## src/rtl/mul_seq_ctrl_pkg.sv

```systemverilog
// ---------------------------------------------------------------------------
// mul_seq_ctrl_pkg
//   Shared constants for the iterative multiply sequencer.
//   - FSM state encodings (IDLE / RUN / DONE)
//   - Adder mode select values for the external shared adder/subtractor
// ---------------------------------------------------------------------------
package mul_seq_ctrl_pkg;

    localparam logic [1:0] ST_IDLE = 2'd0;
    localparam logic [1:0] ST_RUN  = 2'd1;
    localparam logic [1:0] ST_DONE = 2'd2;

    localparam logic ADD_OP_ADD = 1'b0;
    localparam logic ADD_OP_SUB = 1'b1;

endpackage : mul_seq_ctrl_pkg

```

## src/rtl/mul_seq_ctrl.sv

```systemverilog
// ---------------------------------------------------------------------------
// mul_seq_ctrl
//   Shift-and-add multiply sequencer. Performs one pass per clock through an
//   external, shared WIDTH-bit ripple adder/subtractor and builds a 2*WIDTH
//   bit signed or unsigned product.
//
// Ports
//   clk, reset            : rising-edge clock, synchronous active-high reset
//   start_valid/ready     : operation request handshake (ready only in IDLE)
//   op_signed, op_a, op_b : operation, sampled on accept
//   res_valid/ready       : result handshake; result held until taken
//   res_hi, res_lo        : product high / low halves
//   busy                  : high in RUN or DONE
//   add_a, add_b          : adder operands (partial product high half, mcand/0)
//   add_cin, add_sel      : adder carry-in and mode (0 add, 1 subtract)
//   add_s, add_cout, add_of : adder sum, carry-out, signed overflow
//
// Handshake: a transfer happens on a rising edge where valid && ready are
// both high. Valid, once raised by this block, stays high with stable data
// until the matching ready is seen.
// ---------------------------------------------------------------------------
module mul_seq_ctrl
    import mul_seq_ctrl_pkg::*;
#(
    parameter int WIDTH = 32,
    parameter int CNT_W = 5
) (
    input  logic             clk,
    input  logic             reset,
    input  logic             start_valid,
    output logic             start_ready,
    input  logic             op_signed,
    input  logic [WIDTH-1:0] op_a,
    input  logic [WIDTH-1:0] op_b,
    output logic             res_valid,
    input  logic             res_ready,
    output logic [WIDTH-1:0] res_hi,
    output logic [WIDTH-1:0] res_lo,
    output logic             busy,
    output logic [WIDTH-1:0] add_a,
    output logic [WIDTH-1:0] add_b,
    output logic             add_cin,
    output logic             add_sel,
    input  logic [WIDTH-1:0] add_s,
    input  logic             add_cout,
    input  logic             add_of
);

    logic [1:0]       r_state;
    logic [1:0]       w_next_state;
    logic [WIDTH-1:0] r_mcand;
    logic [WIDTH-1:0] r_p_hi;
    logic [WIDTH-1:0] r_p_lo;
    logic             r_sgn;
    logic [CNT_W-1:0] r_cnt;

    logic w_last;
    logic w_ext;
    logic w_sub;

    assign w_last = (r_cnt == CNT_W'(WIDTH - 1));

    // Signed: the true sign of the sum is the sum MSB corrected by overflow.
    // Unsigned: the carry-out is the extra sum bit.
    assign w_ext = r_sgn ? (add_s[WIDTH-1] ^ add_of) : add_cout;

    // In signed mode the multiplier MSB has negative weight, so the final
    // partial product is subtracted rather than added.
    assign w_sub = r_sgn && r_p_lo[0] && w_last;

    // ---------------- state register ----------------
    always_ff @(posedge clk) begin
        if (reset) begin
            r_state <= ST_IDLE;
        end else begin
            r_state <= w_next_state;
        end
    end

    // ---------------- next-state logic ----------------
    always_comb begin
        w_next_state = r_state;
        case (r_state)
            ST_IDLE: if (start_valid) w_next_state = ST_RUN;
            ST_RUN:  if (w_last)      w_next_state = ST_DONE;
            ST_DONE: if (res_ready)   w_next_state = ST_IDLE;
            default:                  w_next_state = ST_IDLE;
        endcase
    end

    // ---------------- outputs ----------------
    always_comb begin
        start_ready = (r_state == ST_IDLE);
        busy        = (r_state == ST_RUN) || (r_state == ST_DONE);
        res_valid   = (r_state == ST_DONE);
        res_hi      = r_p_hi;
        res_lo      = r_p_lo;
        add_a       = '0;
        add_b       = '0;
        add_sel     = ADD_OP_ADD;
        add_cin     = 1'b0;
        if (r_state == ST_RUN) begin
            add_a   = r_p_hi;
            add_b   = r_p_lo[0] ? r_mcand : '0;
            add_sel = w_sub ? ADD_OP_SUB : ADD_OP_ADD;
            add_cin = w_sub;
        end
    end

    // ---------------- datapath registers ----------------
    always_ff @(posedge clk) begin
        if (reset) begin
            r_mcand <= '0;
            r_p_hi  <= '0;
            r_p_lo  <= '0;
            r_sgn   <= 1'b0;
            r_cnt   <= '0;
        end else begin
            case (r_state)
                ST_IDLE: begin
                    if (start_valid) begin
                        r_mcand <= op_a;
                        r_p_lo  <= op_b;
                        r_p_hi  <= '0;
                        r_sgn   <= op_signed;
                        r_cnt   <= '0;
                    end
                end
                ST_RUN: begin
                    // Sum lands in the high half, shifted right by one with
                    // the extension bit on top; consumed multiplier bits
                    // fall out of the bottom of p_lo.
                    {r_p_hi, r_p_lo} <= {w_ext, add_s, r_p_lo[WIDTH-1:1]};
                    r_cnt            <= r_cnt + 1'b1;
                end
                default: begin
                end
            endcase
        end
    end

endmodule : mul_seq_ctrl

```

## config.mk

```make
export PLATFORM = sky130hd
export DESIGN_NAME = mul_seq_ctrl
export DESIGN_NICKNAME = d
export VERILOG_FILES = /design/src/rtl/mul_seq_ctrl_pkg.sv /design/src/rtl/mul_seq_ctrl.sv
export SDC_FILE = /design/constraint.sdc
export NUM_CORES = 1
export LEC_CHECK = 0
export CAP_MARGIN = 40
export CORE_MARGIN = 4
export CORE_UTILIZATION = 34
export CTS_CLUSTER_DIAMETER = 80
export DETAILED_ROUTE_END_ITERATION = 16
export GPL_TIMING_DRIVEN = 0
export PLACE_DENSITY = 0.8
export SLEW_MARGIN = 20
export SYNTH_ARGS = -nofsm -noshare
export SYNTH_HDL_FRONTEND = slang
export SYNTH_SLANG_ARGS = --single-unit
```

## constraint.sdc

```tcl
create_clock -name clk -period 4.8 [get_ports clk]
set_input_delay 0.48 -clock clk [delete_from_list [all_inputs] [get_ports clk]]
set_output_delay 0.48 -clock clk [all_outputs]
set_load 0.02 [all_outputs]
```

# [Yosys cells after proc, flatten, opt, wreduce, memory -nomap -nowiden]
# Cells that the tools add are included.
[totals] mem_bits_rw=0 n_memories=0 input_bits=103 regBits=104 mem_bits_ro=0 latch_bits=0 elab_cells=39
[op_classes] n_addsub=1 shifts=0 n_mux=17 n_div=0 n_eq_ne=6 n_bitwise=1 n_lt_le_gt_ge=0 reduce_logical=8 mul=0
[op_table] cell="32-bit two-way mux" n=5
[op_table] cell="32-bit one-hot mux with 2 select lines" n=2
[op_table] cell="5-bit one-hot mux with 2 select lines" n=1
[op_table] cell="2-bit two-way mux" n=3
[op_table] cell="2-bit one-hot mux with 3 select lines" n=1
[op_table] cell="5-bit by 1-bit adder with 5-bit output, second input constant" n=1
[op_table] cell="5-bit == test, second input constant" n=1
[op_table] cell="5-bit two-way mux" n=1
[op_table] cell="1-bit two-way mux" n=4
[op_table] cell="2-bit != test, second input constant" n=2
[op_table] cell="2-bit AND reduction" n=2
[op_table] cell="3-bit AND reduction" n=1
[op_table] cell="2-bit by 1-bit == test with 1-bit output, second input constant" n=1
[op_table] cell="2-bit == test, second input constant" n=1
[op_table] cell="1-bit logical AND" n=2
[op_table] cell="2-bit zero test" n=1
[op_table] cell="2-bit by 1-bit != test with 1-bit output, second input constant" n=1
[op_table] cell="2-bit nonzero test" n=1
[op_table] cell="1-bit logical OR" n=1
[op_table] cell="1-bit XOR" n=1

# [Logic depth before layout (Yosys ltp)]
[logic_depth] word_depth=4 ltp_mapped=8 ltp_nobuf=6

# [Worst setup path before layout]
# No wires, ideal clock.
[synth_timing] path_type="reg-to-output" start="reg r_cnt[0]" end="out add_sel" setup_slack_ps=2666 arrival_time_ps=1654 path_buffers=1 stages_incl_launch_ff=7 required_time_ps=4320 path_cell_list="dfxtp_1 ha_1 and3_1 ha_1 nand2_1 nor3_1 buf_4"
[synth_via] elab_chain_len=4
[synth_lines] element="from (decl)" line="mul_seq_ctrl.sv:55" source="logic [CNT_W-1:0] r_cnt;"
[synth_lines] element="from (signal assigned)" line="mul_seq_ctrl.sv:134" source="r_cnt <= r_cnt + 1'b1;"
[synth_lines] element="5-bit == test" line="mul_seq_ctrl.sv:61" source="assign w_last = (r_cnt == CNT_W'(WIDTH - 1));"
[synth_lines] element="1-bit logical AND" line="mul_seq_ctrl.sv:69" source="assign w_sub = r_sgn && r_p_lo[0] && w_last;"
[synth_lines] element="1-bit two-way mux" line="mul_seq_ctrl.sv:105" source="add_sel = w_sub ? ADD_OP_SUB : ADD_OP_ADD;"
[synth_lines] element="1-bit two-way mux" line="mul_seq_ctrl.sv:102" source="if (r_state == ST_RUN) begin"
[synth_lines] element="to (decl)" line="mul_seq_ctrl.sv:43" source="output logic add_sel,"
# Every way passes these cells.

# [Worst setup path after layout]
[layout_timing] start="reg r_state[1]" end="out add_a[22]"
[layout_via] elab_chain_len=2
[layout_lines] element="from (decl)" line="mul_seq_ctrl.sv:49" source="logic [1:0] r_state;"
[layout_lines] element="from (signal assigned)" line="mul_seq_ctrl.sv:76" source="r_state <= w_next_state;"
[layout_lines] element="2-bit by 1-bit == test with 1-bit output" line="mul_seq_ctrl.sv:102"
[layout_lines] element="32-bit two-way mux" line="mul_seq_ctrl.sv:102"
[layout_lines] element="to (decl)" line="mul_seq_ctrl.sv:40" source="output logic [WIDTH-1:0] add_a,"
# Every way passes these cells.

==> results_dict.tcl <==
set metrics [dict create \
    clk_pin_slew_worst_paths_ns 0.07 \
    synth_cell_types 34 \
    grt_pass1_wl_um 27390 \
    drv_cap 0 \
    p_sw_mw 0.6790 \
    synth_flop_cell "dfxtp_1" \
    seqPwrFrac 0.435 \
    diodes 0 \
    final_antenna_net_count 0 \
    fin_crit_ns 3.119 \
    dp.cells 1050 \
    worstSetupEndpointType "output pin" \
    arrival_ns 2.64 \
    layout-drive-gt1-share 0.06583 \
    fillers 1388 \
    hp-class "reg -> reg" \
    powerDensity_mw_per_mm2 286.8 \
    post-cts-setup-buffers 0 \
    tightest_slew_ns 0.6044 \
    syn_avg_cell_area_um2 7.943 \
    synthArstFlopShare 0 \
    cts_tree "yes" \
    critPathMaxFanout 10 \
    max-vdd-ir-drop_v 0.0001754 \
    core_mm2 0.01448 \
    synth_commonest_cells "dfxtp_1, nand2_1, a21oi_1" \
    p_leak_nw 3.147 \
    tns_ns 0 \
    clkPwrFrac 0.313 \
    status "completed" \
    start_util 0.3467 \
    clockBufferDepth 2 \
    clock_latency_ns 0.35 \
    finalSetupViolCount 0 \
    synth_top_area_cell "dfxtp_1" \
    dr.pass1.iters 5 \
    timing.fmax_ghz 0.3206 \
    synth_area_mm2 0.005020 \
    fp.dieW_um 129.5 \
    power_mw 2.256 \
    grt_usage 0.2047 \
    clock-sinks 104 \
    drc_errors 0 \
    rsz0062_at_grt "no" \
    grt_pass1_vias 5375 \
    combPwrFrac 0.251 \
    num_vias 5411 \
    required_ns 4.32 \
    place_hpwl_um 13030 \
    wl_per_cell_um 16.56 \
    synth_seq_area_share 0.4148 \
    period_share 0.6499 \
    viasPerCell 5.081 \
    first_iter_violations 272 \
    relSlewSlack 0.5971 \
    yosysWarnings 0 \
    rows 44 \
    setup_slack_ns 1.681 \
    finClkSkew_ns 0.009898 \
    switching_share 0.3010 \
    crit_type "reg -> out" \
    gp_congestion 0.8235 \
    synth_top_area_frac 0.4148 \
    finalHoldViolCount 0 \
    cts-buffers-inserted 9 \
    p_int_mw 1.577 \
    antenna_found_initial 0 \
    hold_buffers 0 \
    synth_edf_count 0 \
    nets 985 \
    root_buffer "clkbuf_16" \
    die-area_mm2 0.01677 \
    final_cells 1065 \
    h-tree-depth 3 \
    netlist_instances 632 \
    reg2reg_setup_slack_ns 2.96 \
    post-place-ws_ns 1.990 \
    synth_area_leaders "dfxtp_1, a21oi_1, o221a_1, a32oi_1, nand2_1" \
    die_h_um 129.5 \
    ctsResizeCount 0 \
    syn2layout_area_growth_pct 56.73 \
    synth_seq_cells 104 \
    routed_wirelength_um 17630 \
    worstSetupStartpointType "flip-flop" \
    grt_max_degree 16 \
    post-synth-top-count-cell "dfxtp_1" \
    syn-num-nets 740 \
    io_pins 236 \
    final-max-slew-violation-count 0 \
    grt_overflow 0 \
    place.port_buffers 234 \
]
power groups by stage:
stage               combinational (mW)  sequential (mW)  clock, mW
global route                     0.620            0.991      0.759
floorplan                        0.256             1.04          0
detailed placement               0.569             1.00          0
CTS                              0.571            0.982      0.722
global placement                 0.560             1.00          0
finish                           0.567            0.983      0.706
worst paths after layout:
check,to,depth (start not counted),from
worst min register to register,r_mcand[3],2,r_mcand[3]
worst min-delay path,r_mcand[3],2,r_mcand[3]
worst max-delay path,add_a[22],7,r_state[1]
worst max register to register,res_lo[26],8,r_state[0]
critical path, stage by stage (launching register included):
cell             delay, ns
dfxtp_1               0.33
inv_1                 0.08
ha_1                  0.23
buf_2                 0.28
buf_4                 0.24
clkbuf_1              0.30
and2_1                0.22
clkdlybuf4s50_1       0.61
per-layer routing:
metal / vias to the layer above / share of wire / wire (µm) / GRT usage
li1: 2665 / - / - / -
met1: 2546 / 0.44 / 7838 / 0.2626
met2: 182 / 0.47 / 8267 / 0.3415
met3: 18 / 0.070 / 1243 / 0.05194
met4: 0 / 0.016 / 284 / 0.05990
met5: - / 0 / 0 / 0
state kept, by name (all words and copies together) (netlist names):
name     flops
r_mcand     32
res_hi      32
res_lo      32
r_cnt        5
r_state      2
r_sgn        1
cells by family after synthesis:
logic type / count (synthesis) / share of synthesized area
adders and majority gates: 5 / 0.01246
muxes: 4 / 0.01072
AOI/OAI and AO/OA: 169 / 0.2433
DFF: 104 / 0.4148
buffers and inverters: 131 / 0.1132
xor gates and xnor gates: 1 / 0.001745
and+or+nand+nor: 218 / 0.2039
cell type report:
| type | count | area, µm² | area share |
|---|---|---|---|
| Buffer | 64 | 316.6 | 0.04024 |
| Clock buffer | 13 | 260.3 | 0.03308 |
| Clock inverter | 2 | 15.01 | 0.001908 |
| Inverter | 67 | 251.5 | 0.03197 |
| Multi-Input combinational cell | 397 | 2370 | 0.3012 |
| Sequential cell | 104 | 2082 | 0.2646 |
| Tap cell | 184 | 230.2 | 0.02926 |
| Timing Repair Buffer | 234 | 2342 | 0.2977 |
metrics by stage:
stage / area [µm²] / hold WS [ns] / util
finish: 7868 / 0.4505 / 0.5434
global route: 7868 / 0.4678 / 0.5434
CTS: 7868 / 0.4522 / 0.5434
detailed placement: 7592 / 0.4426 / 0.5244
global placement: 7592 / 0.4389 / 0.5244
floorplan: 5020 / 0.4319 / -
layout by cell type (no fill, tap or decap), drive strengths merged, types with 2 or more instances in the layout:
cell           netlist  final
ha                   5      5
nand2b               2      2
a21oi               68     68
nand3                2      2
a32oi               33     33
nand2               72     72
and3                33     33
nand3b               2      2
dfxtp              104    104
clkdlybuf4s50        0    234
buf                 42     42
nor2b                3      3
a31oi               32     32
nor2                65     65
nor3                 2      2
and2                33     33
clkinvlp             0      2
inv                 67     67
clkbuf              22     35
o31ai                3      3
o221a               31     31
mux2i                3      3
No activity file was read; power rests on OpenSTA's default activity.
